===== config.mk =====
export PLATFORM = sky130hd
export DESIGN_NAME = tx_reset_seq_fsm
export DESIGN_NICKNAME = d
export VERILOG_FILES = /design/src/rtl/tx_reset_seq_fsm.sv
export SDC_FILE = /design/constraint.sdc
export NUM_CORES = 1
export LEC_CHECK = 0
export BUFFER_PORTS_ARGS = -buffer_cell sky130_fd_sc_hd__buf_2
export CORE_MARGIN = 2
export CORE_UTILIZATION = 35
export DETAILED_ROUTE_END_ITERATION = 7
export PLACE_DENSITY = 0.52
export SYNTH_ARGS = -nofsm -noshare
export SYNTH_HDL_FRONTEND = slang
export SYNTH_SLANG_ARGS = --single-unit

===== constraint.sdc =====
create_clock -name CLK -period 2.5 [get_ports CLK]
set_clock_uncertainty 0.05 [all_clocks]
set_input_delay 0.5 -clock CLK [delete_from_list [all_inputs] [get_ports CLK]]
set_output_delay 0.5 -clock CLK [all_outputs]
set_load 0.005 [all_outputs]

===== src/rtl/tx_reset_seq_fsm.sv =====
// ---------------------------------------------------------------------------
// tx_reset_seq_fsm
//
// GTX transmit reset sequencer placed directly upstream of the TX phase-sync
// FSM. After reset it waits for LOCK_WAIT consecutive cycles of PLL lock,
// pulses GTXTXRESET for RST_HOLD cycles and waits for TXRESETDONE. It then
// releases SYNC_RST and waits for SYNC_DONE, after which TX_READY is raised.
// Loss of PLL lock in any post-lock state restarts the sequence from the lock
// wait.
//
// Build option:
//   TXRST_WATCHDOG_EN  When defined, Sync is bounded to SYNC_TIMEOUT cycles.
//                      A timeout retries from GTX_Reset up to MAX_RETRY times,
//                      then parks in Fail with TX_FAIL set until RST.
//                      When undefined, Sync waits indefinitely, TX_FAIL and
//                      RETRY_CNT stay 0.
//
// Parameters:
//   LOCK_WAIT     consecutive PLLLKDET=1 cycles required before GTX reset (>=2)
//   RST_HOLD      cycles GTXTXRESET is held in GTX_Reset (>=2)
//   SYNC_TIMEOUT  cycles allowed in Sync for SYNC_DONE (watchdog build)
//   MAX_RETRY     sync retries before Fail, 0..15 (watchdog build)
//
// Ports:
//   CLK          in   transmit user clock
//   RST          in   asynchronous, active-high reset
//   PLLLKDET     in   GTX TX PLL lock detect (synchronised upstream)
//   TXRESETDONE  in   GTX TX reset-done (synchronised upstream)
//   SYNC_DONE    in   phase-sync FSM done
//   GTXTXRESET   out  GTX TX reset request
//   SYNC_RST     out  reset to the phase-sync FSM, active-high
//   TX_READY     out  TX path aligned and usable
//   TX_FAIL      out  retries exhausted, sticky until RST
//   RETRY_CNT    out  [3:0] sync retries used since RST
//
// All outputs are registered and decoded from the next state, so they change
// on the same edge that enters a state.
// ---------------------------------------------------------------------------
module tx_reset_seq_fsm #(
  parameter int unsigned LOCK_WAIT    = 1024,
  parameter int unsigned RST_HOLD     = 16,
  parameter int unsigned SYNC_TIMEOUT = 16384,
  parameter int unsigned MAX_RETRY    = 3
) (
  input  logic       CLK,
  input  logic       RST,
  input  logic       PLLLKDET,
  input  logic       TXRESETDONE,
  input  logic       SYNC_DONE,
  output logic       GTXTXRESET,
  output logic       SYNC_RST,
  output logic       TX_READY,
  output logic       TX_FAIL,
  output logic [3:0] RETRY_CNT
);

  // Counter widths and terminal values.
  localparam int unsigned LcntW = $clog2(LOCK_WAIT);
  localparam int unsigned HcntW = $clog2(RST_HOLD);
  localparam int unsigned ScntW = $clog2(SYNC_TIMEOUT);

  localparam logic [LcntW-1:0] LcntMax  = LcntW'(LOCK_WAIT - 1);
  localparam logic [HcntW-1:0] HcntMax  = HcntW'(RST_HOLD - 1);
  localparam logic [ScntW-1:0] ScntMax  = ScntW'(SYNC_TIMEOUT - 1);
  localparam logic [3:0]       MaxRetry = 4'(MAX_RETRY);

  typedef enum logic [2:0] {
    StIdle,
    StWaitLock,
    StGtxReset,
    StWaitDone,
    StSync,
    StReady,
    StFail
  } state_e;

  state_e           state_q, state_d;
  logic [LcntW-1:0] lcnt_q, lcnt_d;
  logic [HcntW-1:0] hcnt_q, hcnt_d;
  logic [ScntW-1:0] scnt_q, scnt_d;
  logic [3:0]       retry_q, retry_d;

  logic gtx_q, gtx_d;
  logic srst_q, srst_d;
  logic ready_q, ready_d;
  logic fail_q, fail_d;

  // Sync watchdog expiry. Tied off in the default build, which leaves the
  // retry/Fail path unreachable and RETRY_CNT constant at zero.
  logic sync_timeout;

`ifdef TXRST_WATCHDOG_EN
  assign sync_timeout = (scnt_q == ScntMax);
`else
  assign sync_timeout = 1'b0;
`endif

  // -------------------------------------------------------------------------
  // Next-state and counter logic
  // -------------------------------------------------------------------------
  always_comb begin
    state_d = state_q;
    lcnt_d  = lcnt_q;
    hcnt_d  = hcnt_q;
    scnt_d  = scnt_q;
    retry_d = retry_q;

    case (state_q)
      StIdle: begin
        state_d = StWaitLock;
      end

      StWaitLock: begin
        // Lock must be seen on LOCK_WAIT consecutive cycles; any drop restarts.
        if (!PLLLKDET) begin
          lcnt_d = '0;
        end else if (lcnt_q == LcntMax) begin
          state_d = StGtxReset;
        end else begin
          lcnt_d = lcnt_q + LcntW'(1);
        end
      end

      StGtxReset: begin
        if (!PLLLKDET) begin
          state_d = StWaitLock;
        end else if (hcnt_q == HcntMax) begin
          state_d = StWaitDone;
        end else begin
          hcnt_d = hcnt_q + HcntW'(1);
        end
      end

      StWaitDone: begin
        if (!PLLLKDET) begin
          state_d = StWaitLock;
        end else if (TXRESETDONE) begin
          state_d = StSync;
        end
      end

      StSync: begin
        // Priority: lock loss, then SYNC_DONE (wins on the timeout cycle),
        // then watchdog expiry.
        if (!PLLLKDET) begin
          state_d = StWaitLock;
        end else if (SYNC_DONE) begin
          state_d = StReady;
        end else if (sync_timeout) begin
          if (retry_q < MaxRetry) begin
            retry_d = retry_q + 4'd1;
            state_d = StGtxReset;
          end else begin
            state_d = StFail;
          end
        end else if (scnt_q != ScntMax) begin
          // Saturate rather than wrap when no watchdog is present.
          scnt_d = scnt_q + ScntW'(1);
        end
      end

      StReady: begin
        if (!PLLLKDET) begin
          state_d = StWaitLock;
        end
      end

      StFail: begin
        state_d = StFail;
      end

      default: begin
        state_d = StIdle;
      end
    endcase

    // Every state change starts all counters from zero.
    if (state_d != state_q) begin
      lcnt_d = '0;
      hcnt_d = '0;
      scnt_d = '0;
    end
  end

  // -------------------------------------------------------------------------
  // Output decode from the next state
  // -------------------------------------------------------------------------
  always_comb begin
    gtx_d   = 1'b1;
    srst_d  = 1'b1;
    ready_d = 1'b0;
    fail_d  = 1'b0;

    case (state_d)
      StWaitDone: begin
        gtx_d = 1'b0;
      end
      StSync: begin
        gtx_d  = 1'b0;
        srst_d = 1'b0;
      end
      StReady: begin
        gtx_d   = 1'b0;
        srst_d  = 1'b0;
        ready_d = 1'b1;
      end
      StFail: begin
        fail_d = 1'b1;
      end
      default: begin
      end
    endcase
  end

  // -------------------------------------------------------------------------
  // State, counters and registered outputs
  // -------------------------------------------------------------------------
  always_ff @(posedge CLK or posedge RST) begin
    if (RST) begin
      state_q <= StIdle;
      lcnt_q  <= '0;
      hcnt_q  <= '0;
      scnt_q  <= '0;
      retry_q <= '0;
      gtx_q   <= 1'b1;
      srst_q  <= 1'b1;
      ready_q <= 1'b0;
      fail_q  <= 1'b0;
    end else begin
      state_q <= state_d;
      lcnt_q  <= lcnt_d;
      hcnt_q  <= hcnt_d;
      scnt_q  <= scnt_d;
      retry_q <= retry_d;
      gtx_q   <= gtx_d;
      srst_q  <= srst_d;
      ready_q <= ready_d;
      fail_q  <= fail_d;
    end
  end

  assign GTXTXRESET = gtx_q;
  assign SYNC_RST   = srst_q;
  assign TX_READY   = ready_q;
  assign TX_FAIL    = fail_q;
  assign RETRY_CNT  = retry_q;

endmodule


Word-level counts from Yosys, hierarchy flattened --
Cells that the tools add are included.
Operators by class: multiplexer cells 22, reduce and logical (&&, ||, !) cells 8, $add $sub $neg 2, equal/unequal tests 15
Operators with widths (count):
- 2-to-1 mux 10 bit | 4
- 2-to-1 mux 3 bit | 9
- case mux 3 bit (7 select lines) | 1
- == test 3 bit, second input constant | 6
- 2-to-1 mux 4 bit | 4
- adder 10 x 1 -> 10 bit, second input constant | 1
- == test 10 bit, second input constant | 1
- == test 3 x 2 -> 1 bit, second input constant | 3
- nonzero test 2 bit | 3
- adder 4 x 1 -> 4 bit, second input constant | 1
- == test 4 bit, second input constant | 1
- 2-to-1 mux 1 bit | 4
- == test 3 x 1 -> 1 bit, second input constant | 1
- zero test 3 bit | 1
- != test 3 x 2 -> 1 bit, second input constant | 1
- != test 3 bit | 1
- AND reduction 3 bit | 1
- OR reduction 3 bit | 1
- != test 2 x 1 -> 1 bit, second input constant | 1
- AND reduction 2 bit | 1
- OR reduction 2 bit | 1
Word-level totals: bits in registers 21, bits of input ports 5, word-level logic and storage cells 54

Logic depth before layout (Yosys ltp) --
depth after elaboration 7, gate-level depth with buffers 6

Worst setup path after synthesis --
No wires, ideal clock.
kind reg-to-reg, start register state_q[2], end register lcnt_q[2], data arrival time 1774 ps, clock period less this slack 1957 ps, stages on the path, launching flop included 7, setup slack 543 ps, path buffers 2, cells stage by stage dfrtp_1 -> buf_2 -> or3b_1 -> or4_4 -> o2111ai_4 -> buf_8 -> a22oi_2
On the way: word-level cells in the longest chain between the ends 6, elaborated cells between the ends (all ways) 22, those cells by class eq/ne: 8; mux: 11; reduce/logical: 3
RTL lines:
- from (decl) | RTL line 77 | state_e state_q, state_d;
- from (signal assigned) | RTL line 220 | state_q <= StIdle;
- from (signal assigned) | RTL line 230 | state_q <= state_d;
- 2-to-1 mux 3 bit (on tied branches) (2 in a row)
- case mux 3 bit (7 select lines) | RTL line 108 | case (state_q)
- != test 3 bit | RTL line 178 | if (state_d != state_q) begin
- != test 3 x 2 -> 1 bit (no source line) or nonzero test 2 bit (tied branches)
- AND reduction 2 bit (no source line)
- to (signal assigned) | RTL line 231 | lcnt_q <= lcnt_d;
- to (decl) | RTL line 78 | logic [LcntW-1:0] lcnt_q, lcnt_d;
Several ways; a longest one is shown, not always the timed one. A chain may end at the register's enable or synchronous reset.

Worst setup path after layout --
start register lcnt_q[0], end register lcnt_q[4]
On the way: word-level cells in the longest chain between the ends 7, elaborated cells between the ends (all ways) 13, those cells by class add/sub: 1; eq/ne: 3; mux: 7; reduce/logical: 2
RTL lines:
- == test 10 bit | RTL line 117 | end else if (lcnt_q == LcntMax) begin
- 2-to-1 mux 3 bit | RTL line 117
- 2-to-1 mux 3 bit | RTL line 115 | if (!PLLLKDET) begin
- case mux 3 bit (7 select lines) | RTL line 108
- != test 3 bit | RTL line 178
- != test 3 x 2 -> 1 bit (no source line) or nonzero test 2 bit (tied branches)
- AND reduction 2 bit (no source line)
Several ways; a longest one is shown, not always the timed one. The select of a mux whose other input is x is not followed.

==> impl_metrics.toml <==
[synthesis]
yosys_warnings = 0
synth_edf_count = 0
synth_area_leader_cell = "dfrtp_1"
synth-seq-cells = 21
synth_seq_area_share = 0.399
synthFlopType = "dfrtp_1"
synth.distinct_cells = 50
synth.area.top_cells = "dfrtp_1 36%, a22oi_2 4.7%, dfstp_2 4.0%, nand3_1 3.4%, o21ai_0 3.4%"
synth_area_sq_um = 1320
async_flop_share = 1.00
syn_area_per_cell_sq_um = 10.1
syn_inst = 131
synth_top_area_frac = 0.359

[clock_tree]
clock_latency_ns = 0.26
path_clk_slew_ns = 0.08
h-tree-depth = 1
cts_resized = 0
postCtsSetupRepairBufs = 0
cts_made_buffers = 3
cts_root_buffer = "clkbuf_8"
cts_tree = "yes"
cts-hold-fix-buffers = 0
cts_buffer_depth = 2
cts_sinks = 21

[floorplan]
die_area_sq_um = 4290
die_y_um = 65.5
num_rows = 22
start_util = 0.362
io_pins = 13
fp.coreArea_sq_um = 3660
die_w_um = 65.5

[grt]
antenna_found_initial = 0
grt_usage = 0.149
grt_start_max_net_pins = 22
grt_pass1_vias = 1021
overflow = 0
grt_pass1_wl_mm = 4.93

[route]
avgViaCountPerCell = 5.46
drtIter0Drc = 89
finalWirelength_mm = 2.82
num_vias = 1042
drt-pass1-iter-count = 4
wire_per_inst_um = 14.8
ant_nets = 0
drc = 0

[critical_path]
cp-end-kind = "flop"
reg2reg_setup_slack_ns = 0.35
cp-start-kind = "flop"
critPathArrivalTime_ns = 2.27
timing.rr.end = "lcnt_q[4]"
cp.required_ns = 2.62
path_class = "flop to flop"
r2r_start = "lcnt_q[0]"
worstRegToRegCells = 6
critPathMaxFanout = 10

[place]
numPortBuffers = 8
dp_hpwl_mm = 1.99
dp_cells = 187
place.gp.congestion = 0.852

[power_and_ir_drop]
p_total_mw = 0.718
p_leak_nw = 0.661
powerDensity_nw_per_um2 = 492
ir_drop_mv = 0.175

[timing]
finalCritPeriodShare = 0.860
tightest_slew_ns = 0.788
relSlewSlack = 0.474
fmax_mhz = 465
period_needed_ns = 2.15
setup_viol = 0
rsz0062_at_grt = "false"
fin_setup_tns_ns = 0
maxSlewViolCount = 0
hold_viol_final = 0

[cells_and_area]
layout.area.seq_sq_um = 528
final_cell_mix = "19 x dfrtp_1, 9 x nand3_1, 9 x nand2_1, 9 x o21ai_0"
num_antenna_cells = 0
final_common_cell = "dfrtp_1"
drive_above_1_share = 0.252
area_delta_synth_final_pct = 10.3
fin_nets = 151
multi_input_area_sq_um = 703
finalNonFillerCells = 191
fillCellCount = 368

[job]
max_cap_viol_count = 0

[outcome]
outcome = "completed"

[worst_hold_path]
hp-class = "input port to async pin"
-- critical path, stage by stage, from the launching register on --
cell      delay, ns
dfrtp_1        0.39
ha_1           0.27
nand3_1        0.12
o31a_1         0.37
a2111o_1       0.46
buf_4          0.23
a22oi_1        0.18
-- flip-flops by register name, indices dropped and copies added (netlist names) --
name        flops
lcnt_q         10
hcnt_q          4
state_q         3
GTXTXRESET      1
SYNC_RST        1
TX_FAIL         1
TX_READY        1
-- stage by stage --
stage,hold WS (ns),area [sq um],util,setup slack [ns]
2_1_floorplan,0.425,1340,-,0.543
3_3_place_gp,0.523,1410,0.386,0.310
3_5_place_dp,0.525,1410,0.386,0.243
4_1_cts,0.365,1460,0.399,0.354
5_1_grt,0.404,1460,0.399,0.138
6_report,0.326,1460,0.399,0.350
-- synthesized netlist by cell type (3+ instances only) --
library cell  count
a21oi_1           4
buf_4             5
a22oi_1           3
inv_1             6
nand3_1           9
o21ai_0           9
nand2_1           9
a22oi_2           5
or4_1             3
dfrtp_1          19
xor2_1            3
and2_1            3
o21a_1            6
-- kinds of logic (layout without fill, tap and decap cells) --
| family | after synthesis | count (layout) | synth area share |
|---|---|---|---|
| flops | 21 | 21 | 0.399 |
| mux | 3 | 3 | 0.0236 |
| buf+inv | 17 | 26 | 0.0785 |
| fa+ha+maj | 2 | 2 | 0.0189 |
| simple gates | 42 | 42 | 0.198 |
| xor+xnor | 4 | 4 | 0.0265 |
| compound gates | 41 | 41 | 0.252 |
| other cells | 1 | 4 | 0.00283 |
-- report_power, final --
| part | total (mW) | switching [mW] | leakage, nW | internal [mW] |
|---|---|---|---|---|
| clock network | 0.227 | 0.116 | 0.0255 | 0.111 |
| registers | 0.368 | 0.0132 | 0.280 | 0.355 |
| logic | 0.123 | 0.0734 | 0.356 | 0.0496 |
-- per-layer routing --
layer / global-route usage / wire (um)
met1: 0.194 / 1340
met3: 0.0257 / 84
met2: 0.255 / 1370
met4: 0.0391 / 18
met5: 0 / 0
-- layout make-up --
cell class | count | share of cell area
timing repair buffer | 16 | 0.0686
multi-input combinational | 96 | 0.482
tap | 48 | 0.0411
inverter | 6 | 0.0154
sequential | 21 | 0.362
clock buffer | 3 | 0.0283
clock inverter | 1 | 0.00343
-- worst max-delay path by stage --
stage | from | to | slack, ns | cells past startpoint
5_1_grt | state_q[1] | lcnt_q[4] | 0.14 | 6
3_3_place_gp | PLLLKDET | lcnt_q[4] | 0.31 | 6
3_5_place_dp | PLLLKDET | lcnt_q[5] | 0.24 | 6
2_1_floorplan | state_q[2] | lcnt_q[2] | 0.54 | 6
4_1_cts | lcnt_q[0] | lcnt_q[5] | 0.35 | 6
6_report | lcnt_q[0] | lcnt_q[4] | 0.35 | 6
No activity file was read; power rests on OpenSTA's default activity.
